**config.mk**
```make
export PLATFORM = sky130hd
export DESIGN_NAME = core_scheduler
export DESIGN_NICKNAME = d
export VERILOG_FILES = /design/src/rtl/core_scheduler.sv
export SDC_FILE = /design/constraint.sdc
export NUM_CORES = 1
export LEC_CHECK = 0
export ABC_AREA = 1
export BUFFER_PORTS_ARGS = -buffer_cell sky130_fd_sc_hd__buf_2
export CAP_MARGIN = 10
export CORE_MARGIN = 8
export CORE_UTILIZATION = 40
export CTS_BUF_LIST = sky130_fd_sc_hd__clkbuf_4
export DETAILED_ROUTE_END_ITERATION = 8
export GPL_TIMING_DRIVEN = 0
export HOLD_SLACK_MARGIN = 0.08
export SYNTH_ARGS = -nofsm -noshare
export SYNTH_HDL_FRONTEND = slang
export SYNTH_SLANG_ARGS = --single-unit
```
**constraint.sdc**
```tcl
create_clock -name clk -period 4.1 [get_ports clk]
set_clock_uncertainty 0.05 [all_clocks]
set_input_delay 0.615 -clock clk [delete_from_list [all_inputs] [get_ports clk]]
set_output_delay 0.615 -clock clk [all_outputs]
set_load 0.02 [all_outputs]
```
**src/rtl/core_scheduler.sv**
```systemverilog
// Per-core control FSM: broadcasts core_state to the datapath, owns current_pc,
// commits the lowest active thread's next_pc each instruction and flags divergence.
module core_scheduler #(
  parameter int THREADS        = 4,
  parameter int PROG_ADDR_BITS = 8
) (
  input  logic                                clk,
  input  logic                                reset,
  input  logic                                start,
  input  logic [THREADS-1:0]                  thread_enable,
  input  logic                                fetch_valid,
  input  logic                                dec_ret,
  input  logic [THREADS-1:0]                  lsu_busy,
  input  logic [THREADS*PROG_ADDR_BITS-1:0]   next_pc,
  output logic [2:0]                          core_state,
  output logic [PROG_ADDR_BITS-1:0]           current_pc,
  output logic                                fetch_req,
  output logic                                done,
  output logic                                diverged,
  output logic [15:0]                         retired
);

  // Encoding is fixed: the PC units decode EXECUTE/UPDATE directly from core_state.
  typedef enum logic [2:0] {
    S_IDLE    = 3'b000,
    S_FETCH   = 3'b001,
    S_DECODE  = 3'b010,
    S_REQUEST = 3'b011,
    S_WAIT    = 3'b100,
    S_EXECUTE = 3'b101,
    S_UPDATE  = 3'b110,
    S_DONE    = 3'b111
  } state_t;

  state_t                    state, state_next;
  logic [THREADS-1:0]        thread_mask;
  logic [PROG_ADDR_BITS-1:0] sel_pc;
  logic                      sel_found;
  logic                      pc_mismatch;

  // Lowest-index active thread supplies the committed PC; any other active
  // thread disagreeing with it is divergence.
  always_comb begin
    sel_pc      = '0;
    sel_found   = 1'b0;
    pc_mismatch = 1'b0;
    for (int i = 0; i < THREADS; i++) begin
      if (thread_mask[i] && !sel_found) begin
        sel_pc    = next_pc[i*PROG_ADDR_BITS +: PROG_ADDR_BITS];
        sel_found = 1'b1;
      end
    end
    for (int i = 0; i < THREADS; i++) begin
      if (thread_mask[i] && (next_pc[i*PROG_ADDR_BITS +: PROG_ADDR_BITS] != sel_pc))
        pc_mismatch = 1'b1;
    end
  end

  // NOTE: every variable driven here gets a default first, so no path leaves
  // it unassigned and no latch is inferred.
  always_comb begin
    state_next = state;
    unique case (state)
      S_IDLE:    if (start) state_next = (thread_enable == '0) ? S_DONE : S_FETCH;
      S_FETCH:   if (fetch_valid) state_next = S_DECODE;
      S_DECODE:  state_next = S_REQUEST;
      S_REQUEST: state_next = S_WAIT;
      S_WAIT:    if ((lsu_busy & thread_mask) == '0) state_next = S_EXECUTE;
      S_EXECUTE: state_next = S_UPDATE;
      S_UPDATE:  state_next = dec_ret ? S_DONE : S_FETCH;
      S_DONE:    state_next = S_DONE;
      default:   state_next = S_IDLE;
    endcase
  end

  // NOTE: sequential state uses non-blocking assignments so every register
  // samples pre-edge values regardless of statement order.
  always_ff @(posedge clk) begin
    if (reset) begin
      state       <= S_IDLE;
      thread_mask <= '0;
      current_pc  <= '0;
      diverged    <= 1'b0;
      retired     <= '0;
    end else begin
      state <= state_next;
      if (state == S_IDLE && start) begin
        thread_mask <= thread_enable;
        current_pc  <= '0;
        retired     <= '0;
        diverged    <= 1'b0;
      end
      if (state == S_UPDATE) begin
        if (pc_mismatch) diverged <= 1'b1;
        if (!dec_ret) begin
          current_pc <= sel_pc;
          if (retired != 16'hFFFF) retired <= retired + 16'd1;
        end
      end
    end
  end

  assign core_state = state;
  assign fetch_req  = (state == S_FETCH);
  assign done       = (state == S_DONE);

endmodule

```
==> key figures, run 1 <==
Run
  • MaxCap Viol Count: 0

Global routing
  • First-pass GRT wire length: about 13,000 um
  • Grt total ovfl: 0
  • Largest net degree at the start of global routing: 11
  • Vias in the first global route: 2,682
  • Initial antenna violation count: 0
  • Global Route Usage Sum: 17.3%

Synth
  • Largest family of logic cells by synthesized area: simple AND/OR/NAND/NOR gates
  • Adder-Cell Fraction of Synth Area: less than 1%
  • Post-Synth Simple-Gate Area: 47.9%
  • Post-synthesis xor/xnor area fraction: 0%
  • Syn Inst Count: 390
  • Synth Net Count: 436
  • Compound-Gate Fraction of Synth Area: 14.7%
  • Post-synth ARST share: 0%
  • Top-count cell post-synth: nand2_1
  • Share of the synthesized area in the top cell type: 25.7%
  • Flops & latches, synth: 32
  • Post-Syn Area per Cell: 6.39 um2
  • Post-synth top cells: nand2_1, inv_1, nand3_1
  • Area leader, netlist: dfxtp_1
  • Largest cells by area after synthesis: dfxtp_1, nand2_1, nand3_1, nand3_2, inv_1
  • Synth warn: 0
  • Seq/Total Area, Yosys: about a quarter
  • Mux contribution to synthesized area: 0%
  • Netlist Area Pre-Place: roughly 2500 um2
  • Netlist cell types: 38
  • Number of flops mapped to enable cells by yosys: 0
  • Most used flip-flop cell after synthesis: dfxtp_1

Power
  • PD cells: 288 nW/um2
  • Static leakage: ~1.6 nW
  • Worst ir drop on vdd: 0.220 mV

Worst setup path
  • Crit path DAT: 2.18 ns
  • Path depth of the worst reg2reg path: 11
  • Delay-heaviest family, CP: simple AND/OR/NAND/NOR gates
  • Worst R2R Setup Slack: 2.07 ns
  • Req. time, crit path: 4.26 ns
  • CP peak stage delay: roughly 0.45 ns
  • CP Buf/Inv Count: 2
  • Crit Path Max Fanout: 10
  • CP cell instances: ha_1, nand3_1, nor2_2, nand4_1, nor2_2, nand2_2, nand2_4, inv_4, buf_6, a21oi_1, nor3_2
  • Startpoint types: flip-flop
  • WS Path Type: flip-flop to flip-flop
  • Crit Reg-Reg Endpoint: retired[2]$_SDFF_PP0_
  • Slowest CP cell: dfxtp_1
  • CP endpoint kind: flip-flop
  • Critical R2R Launch: retired[0]$_SDFF_PP0_
  • Top cell by count, worst path: nor2_2

STA
  • Relative slew slack: 65.0%
  • Worst hold slack: roughly 0.44 ns
  • Slew @ Worst Pin: 0.525 ns
  • Hold Violations, Final: 0
  • Max-slew violations: 0
  • Setup TNS: 0 ns
  • Post-route minimum period: 2.03 ns
  • Timing-limited maximum frequency: 494 MHz
  • Final worst-path cycle share: just under 50%
  • RSZ-0062 raised after global routing: no
  • Final setup violation count: 0

Clocking
  • Cts bufs inserted: 5
  • Setup bufs post-CTS: 0
  • Worst-Skew Late Latency: 0.33 ns
  • Hold buffers post-CTS: 0
  • Post_cts resized: 0
  • Clock-pin slew on the worst setup and hold paths: 0.11 ns
  • Root buf cell: clkbuf_4
  • CTS tree: yes
  • Clock sinks: 32
  • Deepest clock path buffer count: 2
  • H-tree Lvls: 2

Placement
  • Area after DPL: 2950 um2
  • Port bufs: 73
  • GP Congestion: approximately 0.88
  • Placed insts: 538
  • Hpwl dp: 6120 um

Worst hold path
  • Worst Hold Depth: 2
  • Worst Min Path Start: diverged$_SDFF_PP0_
  • Hold EP: diverged$_SDFF_PP0_
  • Worst min path class: flip-flop to flip-flop

Final layout
  • Area grow syn2layout: 20.7%
  • Fin util: 50.5%
  • Antenna cells: 0
  • Net count, final: 516
  • Finished Layout Cells: around 550
  • Share of cells above drive strength 1: 27.6%
  • Cell area after layout: between 3000 and 4000 um2

Die
  • Core Area: between 5000 and 6000 um2
  • Die area: 9010 um2
  • Die W: 94.9 um
  • Initial core utilization: 41.8%
  • Num ports: 75
  • Vert. Die Dim: 94.9 um
  • Num rows: 28

Routing
  • Avg Vias per Cell: 5.18
  • Drt drc: 0
  • Post-detailed-routing wire length: 7630 um
  • DR vias: 2,829
  • DR iter-0 viols: 147
  • Antenna Violating Nets Remaining: 0
  • Pre-antenna DRT Iters: 4
  • Wire per inst: around 14 um

Outcome
  • Status: finished clean
[power breakdown]
part,internal (W),switching (W)
Sequential,0.000319,0.0000122
Clock,0.0000719,0.000110
Combinational,0.000123,0.000230
[per-layer routing]
layer  track usage [%]  wire length [um]  share of wire, %
met1              22.2              3550                47
met2              28.7              3610                47
met3              4.13               446               5.8
met4              3.25                31              0.41
met5                 0                 0                 0
[cells by family after synthesis]
kind of cell | count (synthesis)
compound gates | 59
fa+ha+maj | 1
buf+inv | 61
flops | 32
simple gates | 237
[cell usage in the layout, fill, tap and decap left out, types with 2 or more instances in the layout]
cell type	instances
a311oi_1	3
a22o_1	2
buf_2	77
nand2_1	107
nand3b_1	2
o21ai_0	10
buf_6	2
o211ai_1	2
a211oi_1	9
inv_1	44
a21oi_1	22
dfxtp_1	32
a31oi_1	4
nor2_4	2
nand4_1	17
clkbuf_4	6
inv_2	4
nand3_1	41
buf_4	3
nand3_2	17
nand2_2	8
nor3_1	7
nor2_1	26
o21bai_1	2
nor4_1	3
clkbuf_1	2
nor2_2	2
nand2_4	2
[state kept, by name, indices dropped and copies added, names as in the netlist]
name and count:
retired 16, current_pc 8, thread_mask 4, core_state 3
diverged 1
[worst register-to-register path, cell delays in order, from the launching register on]
cell	delay, ns
dfxtp_1	0.45
ha_1	0.23
nand3_1	0.15
nor2_2	0.19
nand4_1	0.11
nor2_2	0.11
nand2_2	0.07
nand2_4	0.12
inv_4	0.07
buf_6	0.14
a21oi_1	0.14
nor3_2	0.06
[metrics by stage]
step | setup WS (ns) | total power, W
detailed placement | 2.09 | 0.000691
CTS | 2.06 | 0.000874
floorplan | 2.18 | 0.000592
finish | 2.07 | 0.000867
global route | 1.86 | 0.000935
global placement | 2.10 | 0.000688
[area by class of cell]
class                   count  area, um2
plain buffers              12       92.6
clock buffers               6       45.0
clock inverters             2       11.3
fillers                   671       2950
inverters                  49        186
multi-input cells         297       1570
flip-flops and latches     32        641
well taps                  75       93.8
repair buffers             73        365
[worst max path at each step]
stage | from | endpoint | slack [ns] | cells past startpoint
floorplan | retired[0]$_SDFF_PP0_ | retired[2]$_SDFF_PP0_ | 2.18 | 11
global placement | next_pc[9] | diverged$_SDFF_PP0_ | 2.10 | 15
detailed placement | retired[0]$_SDFF_PP0_ | retired[2]$_SDFF_PP0_ | 2.09 | 11
CTS | retired[0]$_SDFF_PP0_ | retired[2]$_SDFF_PP0_ | 2.06 | 11
global route | retired[0]$_SDFF_PP0_ | retired[6]$_SDFF_PP0_ | 1.86 | 11
finish | retired[0]$_SDFF_PP0_ | retired[2]$_SDFF_PP0_ | 2.07 | 11
(Power assumes the default switching activity.)
==> run 2, diff against run 1 <==
Settings changed: ABC_AREA 1 to 0.
Clock period 4.1 ns to 2 ns, I/O delays scaled along.
==> run 2 against run 1 <==
The run now ends with setup timing left. Sequential cell count stayed put. Cell area rose by 12%. Clock-buffer cell count decreased by 1. Sequential power is 100% higher. Utilization is 6.2 points higher. Clock power is 110% higher. Register-to-register slack worse by 2.4 ns. Die area is 1.8% lower. Critical path type unchanged. Largest cell class unchanged. Highest routed layer unchanged.
==> key figures, run 2 <==
Clocking
  • Cts bufs inserted: 5 (unchanged)
  • Clock sinks: 32 (unchanged)
  • Deepest clock path buffer count: 2 (unchanged)
  • Hold buffers post-CTS: 0 (unchanged)
  • Root buf cell: clkbuf_4 (unchanged)
  • Clock-pin slew on the worst setup and hold paths: 0.12 ns (was 0.11 ns)
  • H-tree Lvls: 2 (unchanged)
  • CTS tree: yes (unchanged)
  • Worst-Skew Late Latency: 0.34 ns (was 0.33 ns)

Final layout
  • Area grow syn2layout: 37.6% (was 20.7%)
  • Antenna cells: 0 (unchanged)
  • Most frequent cells in the layout: buf_2, nor2_1, nand2_1 (was nand2_1, buf_2, inv_1)
  • Leading cell type in the layout, fill and taps excluded: buf_2 (was nand2_1)
  • Cell area after layout: 3360 um2 (was 3010 um2)
  • Net count, final: 468 (was 516)
  • Finished Layout Cells: 498 (was 546)
  • Max reg flops: 16 (unchanged)
  • Share of cells above drive strength 1: 37.1% (was 27.6%)
  • Reg with most FFs: retired (unchanged)
  • Fin util: 56.7% (was 50.5%)
  • Biggest regs: retired (16), current_pc (8), thread_mask (4) (unchanged)

STA
  • Final setup violation count: 1 (was 0)
  • Timing-limited maximum frequency: 427 MHz (was 494 MHz)
  • Hold Violations, Final: 0 (unchanged)
  • Post-route setup slack: -0.342 ns (was 2.07 ns)
  • RSZ-0062 raised after global routing: yes (was no)
  • Slew @ Worst Pin: 0.503 ns (was 0.525 ns)
  • Max-slew violations: 0 (unchanged)
  • Final worst-path cycle share: 117% (was 49.4%)
  • Post-route minimum period: 2.34 ns (was 2.03 ns)
  • Relative slew slack: 65.6% (was 65.0%)

Power
  • PD cells: 542 nW/um2 (was 288 nW/um2)
  • Worst ir drop on vdd: 0.348 mV (was 0.220 mV)
  • Static leakage: 1.39 nW (was 1.56 nW)

Routing
  • Antenna Violating Nets Remaining: 0 (unchanged)
  • DR vias: 2,942 (was 2,829)
  • Avg Vias per Cell: 5.91 (was 5.18)
  • Wire per inst: 18.3 um (was 14.0 um)
  • DR iter-0 viols: 213 (was 147)
  • Post-detailed-routing wire length: 9140 um (was 7630 um)
  • Drt drc: 0 (unchanged)
  • Pre-antenna DRT Iters: 5 (was 4)

Global routing
  • Grt total ovfl: 0 (unchanged)
  • Initial antenna violation count: 0 (unchanged)
  • Global Route Usage Sum: 19.8% (was 17.3%)
  • Vias in the first global route: 2,817 (was 2,682)
  • Largest net degree at the start of global routing: 12 (was 11)
  • First-pass GRT wire length: 14,000 um (was 12,600 um)

Worst setup path
  • Crit path DAT: 2.54 ns (was 2.18 ns)
  • WS Path Type: flip-flop to flip-flop (unchanged)
  • CP endpoint kind: flip-flop (unchanged)
  • Slowest CP cell: or4_1 (was dfxtp_1)
  • CP peak stage delay: 0.47 ns (was 0.45 ns)
  • CP cell instances: nand3b_1, a311oi_4, xnor2_2, o21ai_1, or4_1, o31a_1, o31a_1 (was ha_1, nand3_1, nor2_2, nand4_1, nor2_2, nand2_2, nand2_4, inv_4, buf_6, a21oi_1, nor3_2)
  • Startpoint types: flip-flop (unchanged)
  • Top cell by count, worst path: o31a_1 (was nor2_2)
  • Req. time, crit path: 2.20 ns (was 4.26 ns)
  • Crit Path Max Fanout: 7 (was 10)

Outcome
  • Status: complete, but fails checks (was finished clean)
  • Violated checks: setup timing

Die
  • Vert. Die Dim: 94.1 um (was 94.9 um)
  • Initial core utilization: 41.2% (was 41.8%)
  • Core Area: 5920 um2 (was 5960 um2)
  • Die area: 8850 um2 (was 9010 um2)
  • Die W: 94.1 um (was 94.9 um)
  • Num ports: 75 (unchanged)
  • Num rows: 28 (unchanged)

Synth
  • Post-synth top cells: nor2_1, nand2_1, dfxtp_1 (was nand2_1, inv_1, nand3_1)
  • Post-synth ARST share: 0% (unchanged)
  • Largest cells by area after synthesis: dfxtp_1, nor2_1, nand2_1, xor2_1, a22oi_1 (was dfxtp_1, nand2_1, nand3_1, nand3_2, inv_1)
  • Syn Inst Count: 326 (was 390)
  • Post-Syn Area per Cell: 7.48 um2 (was 6.39 um2)
  • Seq/Total Area, Yosys: 26.3% (was 25.7%)
  • Top-count cell post-synth: nor2_1 (was nand2_1)
  • Synth warn: 0 (unchanged)
  • Most used flip-flop cell after synthesis: dfxtp_1 (unchanged)
  • Synth Net Count: 372 (was 436)
  • Netlist cell types: 61 (was 38)
  • Netlist Area Pre-Place: 2440 um2 (was 2490 um2)
  • Area leader, netlist: dfxtp_1 (unchanged)
  • Number of flops mapped to enable cells by yosys: 0 (unchanged)
  • Share of the synthesized area in the top cell type: 26.3% (was 25.7%)
  • Flops & latches, synth: 32 (unchanged)

Run
  • MaxCap Viol Count: 0 (unchanged)

Placement
  • Placed insts: 475 (was 538)
  • GP Congestion: 0.887 (was 0.875)
  • Post-place setup slack: -0.958 ns (was 2.09 ns)
  • Area after DPL: 2940 um2 (was 2950 um2)
  • Hpwl dp: 6710 um (was 6120 um)
  • Port bufs: 74 (was 73)

Worst hold path
  • Worst min path class: primary input to flip-flop (was flip-flop to flip-flop)
## run 2: kinds of logic (layout without fill, tap and decap cells)
family,after synthesis,in the layout,share of synthesized area (%)
mux,5,5,2.15
xor+xnor,19,19,6.82
fa+ha+maj,1,1,0.513
buf+inv,30,127,5.70
compound gates,91,91,27.6
flops,32,32,26.3
simple gates,148,148,31.0
## run 2: worst paths after layout
check                                    from                     endpoint  slack [ns]  cells past startpoint
setup / recovery  thread_mask[2]$_SDFFE_PP0P_          diverged$_SDFF_PP0_       -0.34                      7
hold / removal               thread_enable[2]  thread_mask[2]$_SDFFE_PP0P_        0.14                      3
setup reg to reg  thread_mask[2]$_SDFFE_PP0P_          diverged$_SDFF_PP0_       -0.34                      7
hold reg to reg         retired[2]$_SDFF_PP0_        retired[2]$_SDFF_PP0_        0.45                      1
## run 2: per-layer routing
metal | track usage [%] | vias up | routed length (um) | share of wire [%]
met3 | 4.40 | 18 | 674 | 7.4
met1 | 25.0 | 1386 | 3790 | 42
met2 | 32.3 | 139 | 4520 | 49
li1 | - | 1399 | - | -
met5 | 0 | - | 0 | 0
met4 | 6.87 | 0 | 148 | 1.6
## run 2: worst max-delay path: cells and delay by family, from the launching register on
kind,cells,cell delay [ns]
compound gates,4,0.95
simple gates,2,0.71
flops,1,0.39
xor+xnor,1,0.15
## run 2: cell type report
class	count	area, um2
Timing Repair Buffer	89	487
Tap cell	75	93.8
Multi-Input combinational cell	264	1870
Clock buffer	5	37.5
Buffer	17	143
Clock inverter	3	18.8
Inverter	13	48.8
Sequential cell	32	654
Fill cell	581	2560
## run 2: through the flow
step / hold slack (ns) / TNS, ns / power [W]
after floorplan: 0.378 / -0.205 / 0.00108
after global placement: 0.443 / -1.10 / 0.00130
after detailed placement: 0.448 / -1.14 / 0.00129
after CTS: 0.129 / -0.330 / 0.00177
after global routing: 0.128 / -0.505 / 0.00192
final: 0.139 / -0.342 / 0.00182
## run 2: where the power goes
group          switching (W)  internal [W]
clock               0.000248      0.000135
sequential         0.0000136      0.000650
combinational       0.000447      0.000324
total               0.000709       0.00111
## run 2: repair_timing
item | 4_1_cts | 5_1_grt
setup buffers | 12 | 3
pin swaps | 12 | 6
gates cloned | 0 | 0
resized for setup | 37 | 33
endpoints found under the setup margin | 12 | 20
==> run 3, diff against run 2 <==
Settings changed: RECOVER_POWER from default to 100.
==> run 3 against run 2 <==
The flow still finishes with violations (setup timing). Total power hardly changed. Utilization is 0.21 points lower. Maximum frequency hardly changed. Routed wire length hardly changed. Critical path depth stayed put. Critical path type unchanged. Critical endpoint unchanged. Largest cell class unchanged.
==> key figures, run 3 (synthesis results as in run 2) <==
Outcome
  • Status: complete, but fails checks (unchanged)
  • Violated checks: setup timing (unchanged)

Worst setup path
  • Crit path DAT: 2.54 ns (about the same)
  • WS Path Type: flip-flop to flip-flop (unchanged)
  • Top cell by count, worst path: o31a_1 (unchanged)
  • CP Buf/Inv Count: 0 (unchanged)
  • Req. time, crit path: 2.20 ns (about the same)
  • Crit Path Max Fanout: 7 (unchanged)
  • Origin of the worst setup path: thread_mask[2]$_SDFFE_PP0P_ (unchanged)
  • CP cell instances: nand3b_1, a311oi_4, xnor2_2, o21ai_1, or4_1, o31a_1, o31a_1 (unchanged)
  • Startpoint types: flip-flop (unchanged)
  • Delay-heaviest family, CP: compound AO/OA/AOI/OAI gates (unchanged)
  • Critical R2R Launch: thread_mask[2]$_SDFFE_PP0P_ (unchanged)
  • Path depth of the worst reg2reg path: 7 (unchanged)
  • CP peak stage delay: 0.47 ns (about the same)
  • CP endpoint kind: flip-flop (unchanged)
  • Worst path depth: 7 (unchanged)
  • Slowest CP cell: or4_1 (unchanged)

Global routing
  • Global Route Usage Sum: 19.8% (unchanged)
  • Vias in the first global route: 2,817 (unchanged)
  • Largest net degree at the start of global routing: 12 (unchanged)
  • First-pass GRT wire length: 14,000 um (unchanged)
  • Initial antenna violation count: 0 (unchanged)
  • Grt total ovfl: 0 (unchanged)

Routing
  • Pre-antenna DRT Iters: 5 (unchanged)
  • DR vias: 2,938 (was 2,942)
  • Avg Vias per Cell: 5.90 (was 5.91)
  • Antenna Violating Nets Remaining: 0 (unchanged)
  • Post-detailed-routing wire length: 9140 um (about the same)
  • Drt drc: 0 (unchanged)
  • DR iter-0 viols: 189 (was 213)
  • Wire per inst: 18.4 um (was 18.3 um)

Final layout
  • Biggest regs: retired (16), current_pc (8), thread_mask (4) (unchanged)
  • Reg with most FFs: retired (unchanged)
  • Share of cells above drive strength 1: 34.8% (was 37.1%)
  • Leading cell type in the layout, fill and taps excluded: buf_2 (unchanged)
  • Most frequent cells in the layout: buf_2, nor2_1, nand2_1 (unchanged)
  • Net count, final: 468 (unchanged)
  • Antenna cells: 0 (unchanged)
  • Cell area after layout: 3340 um2 (was 3360 um2)
  • Area grow syn2layout: 37.1% (was 37.6%)
  • Max reg flops: 16 (unchanged)

Power
  • PD cells: 544 nW/um2 (was 542 nW/um2)
  • Worst ir drop on vdd: 0.348 mV (about the same)
  • Tot Pwr: 0.00182 W (about the same)
  • Part of the power in registers: 36.5% (about the same)
  • Int Pwr: 0.00111 W (about the same)
  • Clock power frac: 21.1% (about the same)
  • Net Sw Power: 0.000710 W (was 0.000709 W)
  • Sw Share: 39.1% (was 39.0%)
  • Static leakage: 1.35 nW (was 1.39 nW)
  • Comb pwr share: 42.4% (about the same)

Clocking
  • Deepest clock path buffer count: 2 (unchanged)
  • Cts bufs inserted: 5 (unchanged)
  • Worst-Skew Late Latency: 0.34 ns (about the same)
  • CTS tree: yes (unchanged)
  • Root buf cell: clkbuf_4 (unchanged)
  • Clock-pin slew on the worst setup and hold paths: 0.12 ns (about the same)
  • H-tree Lvls: 2 (unchanged)
  • Clock sinks: 32 (unchanged)

STA
  • Slew @ Worst Pin: 0.503 ns (unchanged)
  • Post-route setup slack: -0.342 ns (about the same)
  • RSZ-0062 raised after global routing: yes (unchanged)
  • Relative slew slack: 65.6% (unchanged)
  • Timing-limited maximum frequency: 427 MHz (about the same)
  • Final worst-path cycle share: 117% (about the same)
  • Final setup violation count: 1 (unchanged)
  • Post-route minimum period: 2.34 ns (about the same)
  • Worst hold slack: 0.139 ns (about the same)
  • Hold Violations, Final: 0 (unchanged)
  • Max-slew violations: 0 (unchanged)

Die
  • Die W: 94.1 um (unchanged)
  • Vert. Die Dim: 94.1 um (unchanged)
  • Die area: 8850 um2 (unchanged)
  • Initial core utilization: 41.2% (unchanged)
  • Num rows: 28 (unchanged)
  • Num ports: 75 (unchanged)
  • Core Area: 5920 um2 (unchanged)

Worst hold path
  • Worst Hold Depth: 3 (unchanged)
  • Worst Min Path Start: thread_enable[2] (unchanged)
  • Worst min path class: primary input to flip-flop (unchanged)

Placement
  • Port bufs: 74 (unchanged)
  • GP Congestion: 0.887 (unchanged)
  • Area after DPL: 2940 um2 (unchanged)
  • Post-place setup slack: -0.958 ns (unchanged)
  • Hpwl dp: 6710 um (unchanged)

Run
  • MaxCap Viol Count: 0 (unchanged)
[run 3: cell count changes in the layout (fill, tap and decap cells not counted), sizes merged]
cell / before / now
buf: 97 / 87
clkbuf: 14 / 24
[run 3: area by class of cell]
cell class	count	area (um2)
well taps	75	93.8
plain buffers	17	143
repair buffers	89	474
flip-flops and latches	32	654
clock buffers	5	37.5
inverters	13	48.8
multi-input cells	264	1870
clock inverters	3	18.8
fillers	577	2580
[run 3: power by group through the flow]
| stage | logic (W) | clock network [W] | registers, W |
|---|---|---|---|
| CTS | 0.000710 | 0.000396 | 0.000662 |
| floorplan | 0.000404 | 0 | 0.000681 |
| finish | 0.000771 | 0.000384 | 0.000664 |
| detailed placement | 0.000609 | 0 | 0.000677 |
| global route | 0.000823 | 0.000431 | 0.000666 |
| global placement | 0.000620 | 0 | 0.000676 |
[run 3: tightest hold or removal path, cell delays in order]
cell	delay, ns
buf_2	0.11
nand2_1	0.05
a21oi_1	0.05
[run 3: path summary, 6_finish.rpt]
kind | endpoint | slack, ns
hold reg to reg | retired[2]$_SDFF_PP0_ | 0.45
hold / removal | thread_mask[2]$_SDFFE_PP0P_ | 0.14
setup / recovery | diverged$_SDFF_PP0_ | -0.34
setup reg to reg | diverged$_SDFF_PP0_ | -0.34
[run 3: per-layer routing]
metal / part of all wire, % / global-route usage [%] / wire [um] / vias up
met5: 0 / 0 / 0 / -
met4: 1.8 / 6.87 / 165 / 0
met3: 7.2 / 4.40 / 655 / 21
met2: 49 / 32.3 / 4500 / 136
met1: 42 / 25.0 / 3820 / 1381
li1: - / - / - / 1400
[run 3: repair_timing]
action                                  in CTS  in global routing
resized for setup                           37                 33
pin swaps                                   12                  6
endpoints found under the setup margin      12                 20
buffers inserted                            12                  3
hold buffers                                 0                  0
[run 3: per-stage QoR]
step           TNS, ns  cells  util, %
2_1_floorplan   -0.205    326        -
3_3_place_gp     -1.10    475     49.7
3_5_place_dp     -1.14    475     49.7
4_1_cts         -0.330    495     54.5
5_1_grt         -0.512    498     56.5
6_report        -0.342    498     56.5
